## src/rtl/bit_pair_scan_ctrl_if.sv

```systemverilog
// Word handshake between a producer and the bit-pair scanner.
// Producer drives start/abort/data_in; scanner returns status and result.
interface bit_pair_scan_ctrl_if #(
  parameter int WIDTH = 8,
  parameter int CW    = $clog2(WIDTH + 1)
);
  logic             start;
  logic             abort;
  logic [WIDTH-1:0] data_in;
  logic             busy;
  logic             done;
  logic [CW-1:0]    pair_count;
  logic             any_pair;

  modport master (
    output start, abort, data_in,
    input  busy, done, pair_count, any_pair
  );

  modport slave (
    input  start, abort, data_in,
    output busy, done, pair_count, any_pair
  );
endinterface

```

## src/rtl/bit_pair_scan_ctrl.sv

```systemverilog
// Serialises a word LSB first and counts adjacent equal-bit pairs.
// Result is registered and only moves on completion, abort or reset.
module bit_pair_scan_ctrl #(
  parameter  int WIDTH = 8,
  localparam int CW    = $clog2(WIDTH + 1)
) (
  input logic clk,
  input logic reset,
  bit_pair_scan_ctrl_if.slave bus
);

  localparam int IW = (WIDTH > 1) ? $clog2(WIDTH) : 1;

  typedef enum logic [1:0] {
    IDLE = 2'd0,
    SCAN = 2'd1,
    DONE = 2'd2
  } state_t;

  state_t           state, state_n;
  logic [WIDTH-1:0] shreg;
  logic [IW-1:0]    idx;
  logic             prev_bit;
  logic             prev_valid;
  logic [CW-1:0]    cnt;
  logic [CW-1:0]    cnt_n;
  logic [CW-1:0]    pair_q;
  logic             any_q;
  logic             hit;
  logic             last;
  logic             accept;
  logic             step;
  logic             finish;
  logic             kill;

  assign hit   = prev_valid && (shreg[0] == prev_bit);
  assign cnt_n = cnt + CW'(hit);
  assign last  = (idx == IW'(WIDTH - 1));

  always_ff @(posedge clk or posedge reset) begin
    if (reset) state <= IDLE;
    else       state <= state_n;
  end

  always_comb begin
    state_n = state;
    accept  = 1'b0;
    step    = 1'b0;
    finish  = 1'b0;
    kill    = 1'b0;
    unique case (state)
      IDLE: begin
        if (bus.start) begin
          accept  = 1'b1;
          state_n = SCAN;
        end
      end
      SCAN: begin
        // abort wins over the final-bit transition
        if (bus.abort) begin
          kill    = 1'b1;
          state_n = IDLE;
        end else begin
          step = 1'b1;
          if (last) begin
            finish  = 1'b1;
            state_n = DONE;
          end
        end
      end
      DONE: begin
        if (bus.start) begin
          accept  = 1'b1;
          state_n = SCAN;
        end else begin
          state_n = IDLE;
        end
      end
      default: state_n = IDLE;
    endcase
  end

  always_ff @(posedge clk or posedge reset) begin
    if (reset) begin
      shreg      <= '0;
      idx        <= '0;
      prev_bit   <= 1'b0;
      prev_valid <= 1'b0;
      cnt        <= '0;
    end else if (accept) begin
      shreg      <= bus.data_in;
      idx        <= '0;
      prev_valid <= 1'b0;
      cnt        <= '0;
    end else if (step) begin
      shreg      <= shreg >> 1;
      idx        <= idx + 1'b1;
      prev_bit   <= shreg[0];
      prev_valid <= 1'b1;
      cnt        <= cnt_n;
    end
  end

  always_ff @(posedge clk or posedge reset) begin
    if (reset) begin
      pair_q <= '0;
      any_q  <= 1'b0;
    end else if (finish) begin
      pair_q <= cnt_n;
      any_q  <= (cnt_n != '0);
    end else if (kill) begin
      pair_q <= '0;
      any_q  <= 1'b0;
    end
  end

  assign bus.busy       = (state == SCAN);
  assign bus.done       = (state == DONE);
  assign bus.pair_count = pair_q;
  assign bus.any_pair   = any_q;

endmodule
```

## src/flat_wrapper.sv

```systemverilog
// flat-port wrapper written by rule: the top's interface ports become plain ports
module bit_pair_scan_ctrl_flat 
#(
  parameter  int WIDTH = 8,
  localparam int CW    = $clog2(WIDTH + 1)
)
  (clk, reset, bus_start, bus_abort, bus_data_in, bus_busy, bus_done, bus_pair_count, bus_any_pair);
  bit_pair_scan_ctrl_if #(.WIDTH(WIDTH)) bus_i ();
  input logic clk;
  input logic reset;
  input wire logic [$bits(bus_i.start)-1:0] bus_start;
  input wire logic [$bits(bus_i.abort)-1:0] bus_abort;
  input wire logic [$bits(bus_i.data_in)-1:0] bus_data_in;
  output wire logic [$bits(bus_i.busy)-1:0] bus_busy;
  output wire logic [$bits(bus_i.done)-1:0] bus_done;
  output wire logic [$bits(bus_i.pair_count)-1:0] bus_pair_count;
  output wire logic [$bits(bus_i.any_pair)-1:0] bus_any_pair;
  assign bus_i.start = bus_start;
  assign bus_i.abort = bus_abort;
  assign bus_i.data_in = bus_data_in;
  assign bus_busy = bus_i.busy;
  assign bus_done = bus_i.done;
  assign bus_pair_count = bus_i.pair_count;
  assign bus_any_pair = bus_i.any_pair;
  bit_pair_scan_ctrl #(.WIDTH(WIDTH)) u_core (.clk(clk), .reset(reset), .bus(bus_i));
endmodule
```

## config.mk

```make
export PLATFORM = sky130hd
export DESIGN_NAME = bit_pair_scan_ctrl_flat
export DESIGN_NICKNAME = d
export VERILOG_FILES = /design/src/rtl/bit_pair_scan_ctrl_if.sv /design/src/rtl/bit_pair_scan_ctrl.sv /design/src/flat_wrapper.sv
export SDC_FILE = /design/constraint.sdc
export NUM_CORES = 1
export LEC_CHECK = 0
export ABC_CLOCK_PERIOD_IN_PS = 2100
export CAP_MARGIN = 10
export CORE_MARGIN = 4
export CORE_UTILIZATION = 53
export CTS_BUF_LIST = sky130_fd_sc_hd__clkbuf_2 sky130_fd_sc_hd__clkbuf_4 sky130_fd_sc_hd__clkbuf_8
export DETAILED_ROUTE_END_ITERATION = 10
export MAX_ROUTING_LAYER = met4
export PLACE_DENSITY = 0.8
export SYNTH_ARGS = -nofsm -noshare
export SYNTH_HDL_FRONTEND = slang
export SYNTH_SLANG_ARGS = --single-unit
```

## constraint.sdc

```tcl
create_clock -name clk -period 2.1 [get_ports clk]
set_clock_uncertainty 0.15 [all_clocks]
set_input_delay 0.42 -clock clk [delete_from_list [all_inputs] [get_ports clk]]
set_output_delay 0.42 -clock clk [all_outputs]
set_load 0.05 [all_outputs]
```

==> flow_summary.toml <==
[synthesis]
synth_cells = 113
synth_fp_nets = 129
ys.warnings.count = 0
synth.area.top_cells = "dfrtp_1 (53%), nand2_1 (11%), ha_1 (4.4%), a31oi_1 (3.9%), nor2_1 (3.0%)"
netlist_area_um2 = 1130
ys.flop_type = "dfrtp_1"
synthTopCellsByCount = "nand2_1 (32), dfrtp_1 (24), nor2_1 (9), a31oi_1 (7), nand3_1 (5)"
synth_cell_types = 25
ys_async_sr_fraction = 1.00
syn_avg_cell_area_um2 = 9.99
synth_edf_count = 0
synth_top_area_share = 0.532
yosysMostFrequentCell = "nand2_1"
synth.ff_latch_count = 24
synth.largest_area_cell = "dfrtp_1"
yosysSeqAreaShare = 0.532

[route]
ant_nets = 0
vias = 859
drt-total-wl_mm = 2.24
drtIter0Drc = 19
drc = 0
dr.pass1.iters = 4
wl_per_cell_um = 13.8
viasPerCell = 5.30

[layout]
area_growth_pct = 23.4
finalInstanceArea_um2 = 1390
num_antenna_cells = 0
regArea_um2 = 601
final_nets = 152
fillers = 162
drive_gt1_frac = 0.111
utilization = 0.696
multiInputGateArea_um2 = 473

[power]
internal_power_uw = 780
power.density_nw_per_um2 = 801
swShare = 0.301
pwr-share-seq = 0.533
peakVddDrop_v = 0.000431
pwr-share-clk = 0.214
p_total_mw = 1.12
p_switching_uw = 335
leakagePower_nw = 0.777
comb_power_share = 0.253

[worst_setup_path]
crit_slowest_cell = "dfrtp_1"
crit_chain = "xnor2_1, and2_1, ha_1, ha_1, xor2_1, o311ai_1, o211ai_1"
timing.critical_path.from_type = "flip-flop"
cp.required_ps = 2140
crit_top_cell = "ha_1"
crit_buf_inv = 0
max_stage_delay_ps = 420
critical_path.max_fanout = 3
worstPathArrival_ps = 1930
cp-end-kind = "flip-flop"
path_class = "reg2reg"
cp_top_family = "flip-flops"

[sta]
slew_headroom = 0.656
rsz0062_at_grt = "no"
tightest_slew_ps = 515
hold_viol = 0
slew_viol_final = 0
fin_crit_sh = 0.904
finalSetupViolCount = 0
max_freq_mhz = 527
fin_tns_setup_ps = 0
min_period_ps = 1900

[floorplan]
core_um2 = 2000
num_rows = 16
die_w_um = 54.1
start_util = 0.564
ioPinCount = 19
fp.dieH_um = 54.1
die-area_um2 = 2930

[global_route]
antenna_found_initial = 0
grt_pass1_vias = 847
groute.usage.overall = 0.185
grt_pass1_wl_mm = 3.73
overflow = 0
grt_max_degree = 25

[place]
gp_congestion = 0.737
place_area_um2 = 1340
hpwl_mm = 1.56
portBuffers = 18

[clock_tree]
htree_num_levels = 1
clk_latency_ps = 310
cts_inserted_buffers = 3
cts_max_path_buffers = 2
post_cts_buffers = 0
clock-root-buffer = "clkbuf_4"
cts_hold_buf = 0
cts_tree = "yes"
cts.sinks = 24
clkTransAtPathRegs_ps = 130

[worst_hold_path]
hold_class = "in2async"

[outcome]
outcome = "complete, no violations"

[job]
max_cap_violations = 0
[worst paths after layout]
kind	slack, ps	start	cells after the start	endpoint
max	200	u_core.shreg[0]$_DFFE_PP0P_	7	u_core.bus.any_pair$_DFFE_PP0P_
min in group clk	360	u_core.prev_valid$_DFFE_PP0P_	2	u_core.prev_valid$_DFFE_PP0P_
min reg2reg	360	u_core.prev_valid$_DFFE_PP0P_	2	u_core.prev_valid$_DFFE_PP0P_
min	290	reset	3	u_core.shreg[1]$_DFFE_PP0P_
max reg2reg	200	u_core.shreg[0]$_DFFE_PP0P_	7	u_core.bus.any_pair$_DFFE_PP0P_
max in group asynchronous	1260	reset	3	u_core.idx[0]$_DFFE_PP0P_
[final cells by class]
class | instances | share of cell area
inverter | 3 | 0.00809
timing repair buffer | 23 | 0.171
sequential | 24 | 0.431
tap | 27 | 0.0243
multi-input combinational | 81 | 0.340
clock buffer | 4 | 0.0261
[repair_timing]
item | in CTS | in global routing
hold endpoints to repair | 0 | 0
gates resized for setup | 0 | 6
setup endpoints to repair | 0 | 6
[worst reg2reg max path, delay by kind of cell (launching register included)]
family,cells,cell delay (ps)
and+or+nand+nor,1,150
AOI/OAI and AO/OA,2,380
adders and majority gates,2,390
DFF,1,420
xor gates and xnor gates,2,280
[placed cells by master, fill, tap and decap left out]
master / count
xor2_1: 2
clkdlybuf4s50_1: 11
nor3b_4: 1
a22o_1: 3
buf_4: 6
and2_1: 1
xnor2_1: 2
nand2b_1: 2
buf_12: 1
ha_1: 4
a21oi_1: 1
o2bb2ai_1: 1
o21ai_0: 2
clkbuf_4: 3
or3b_1: 1
nand3_2: 1
dlymetal6s2s_1: 5
o311ai_1: 1
dfrtp_1: 24
and2b_1: 2
clkbuf_8: 1
o21ai_2: 2
nand2_1: 32
mux2i_1: 1
inv_1: 3
o211ai_1: 1
nor2_1: 9
nand3_1: 5
a31oi_1: 7
[per-layer routing]
layer / global-route usage / vias to the layer above / part of all wire
met3: 0.0416 / 2 / 0.040
met1: 0.225 / 418 / 0.45
li1: - / 422 / -
met5: - / - / 0
met4: 0.0498 / 0 / 0.0045
met2: 0.307 / 17 / 0.51
[kinds of logic after synthesis]
kind of cell,synth area share
compound gates,0.113
xor+xnor,0.0310
fa+ha+maj,0.0443
buf+inv,0.0488
flops,0.532
mux,0.00887
simple gates,0.222
[metrics by stage]
step	setup WS [ps]	std cells	hold WS [ps]
after global routing	62.7	162	313
after floorplan	260	113	285
after CTS	21.4	162	297
final	202	162	291
after global placement	145	158	310
after detailed placement	125	158	334
[state kept, by name, indices dropped and copies added (netlist names)]
| name | cells |
|---|---|
| u_core.shreg | 8 |
| u_core.idx | 3 |
| u_core.cnt | 4 |
| u_core.bus.any_pair | 1 |
| u_core.prev_valid | 1 |
| u_core.prev_bit | 1 |
| u_core.state | 2 |
| u_core.bus.pair_count | 4 |
[power by group through the flow]
stage               Combinational (mW)  Clock, mW  Sequential, mW
floorplan                        0.203          0           0.591
global placement                 0.267          0           0.599
detailed placement               0.279          0           0.605
CTS                              0.282      0.248           0.595
global route                     0.326      0.269           0.607
finish                           0.282      0.239           0.595
Power figures use the tool's default switching activity.
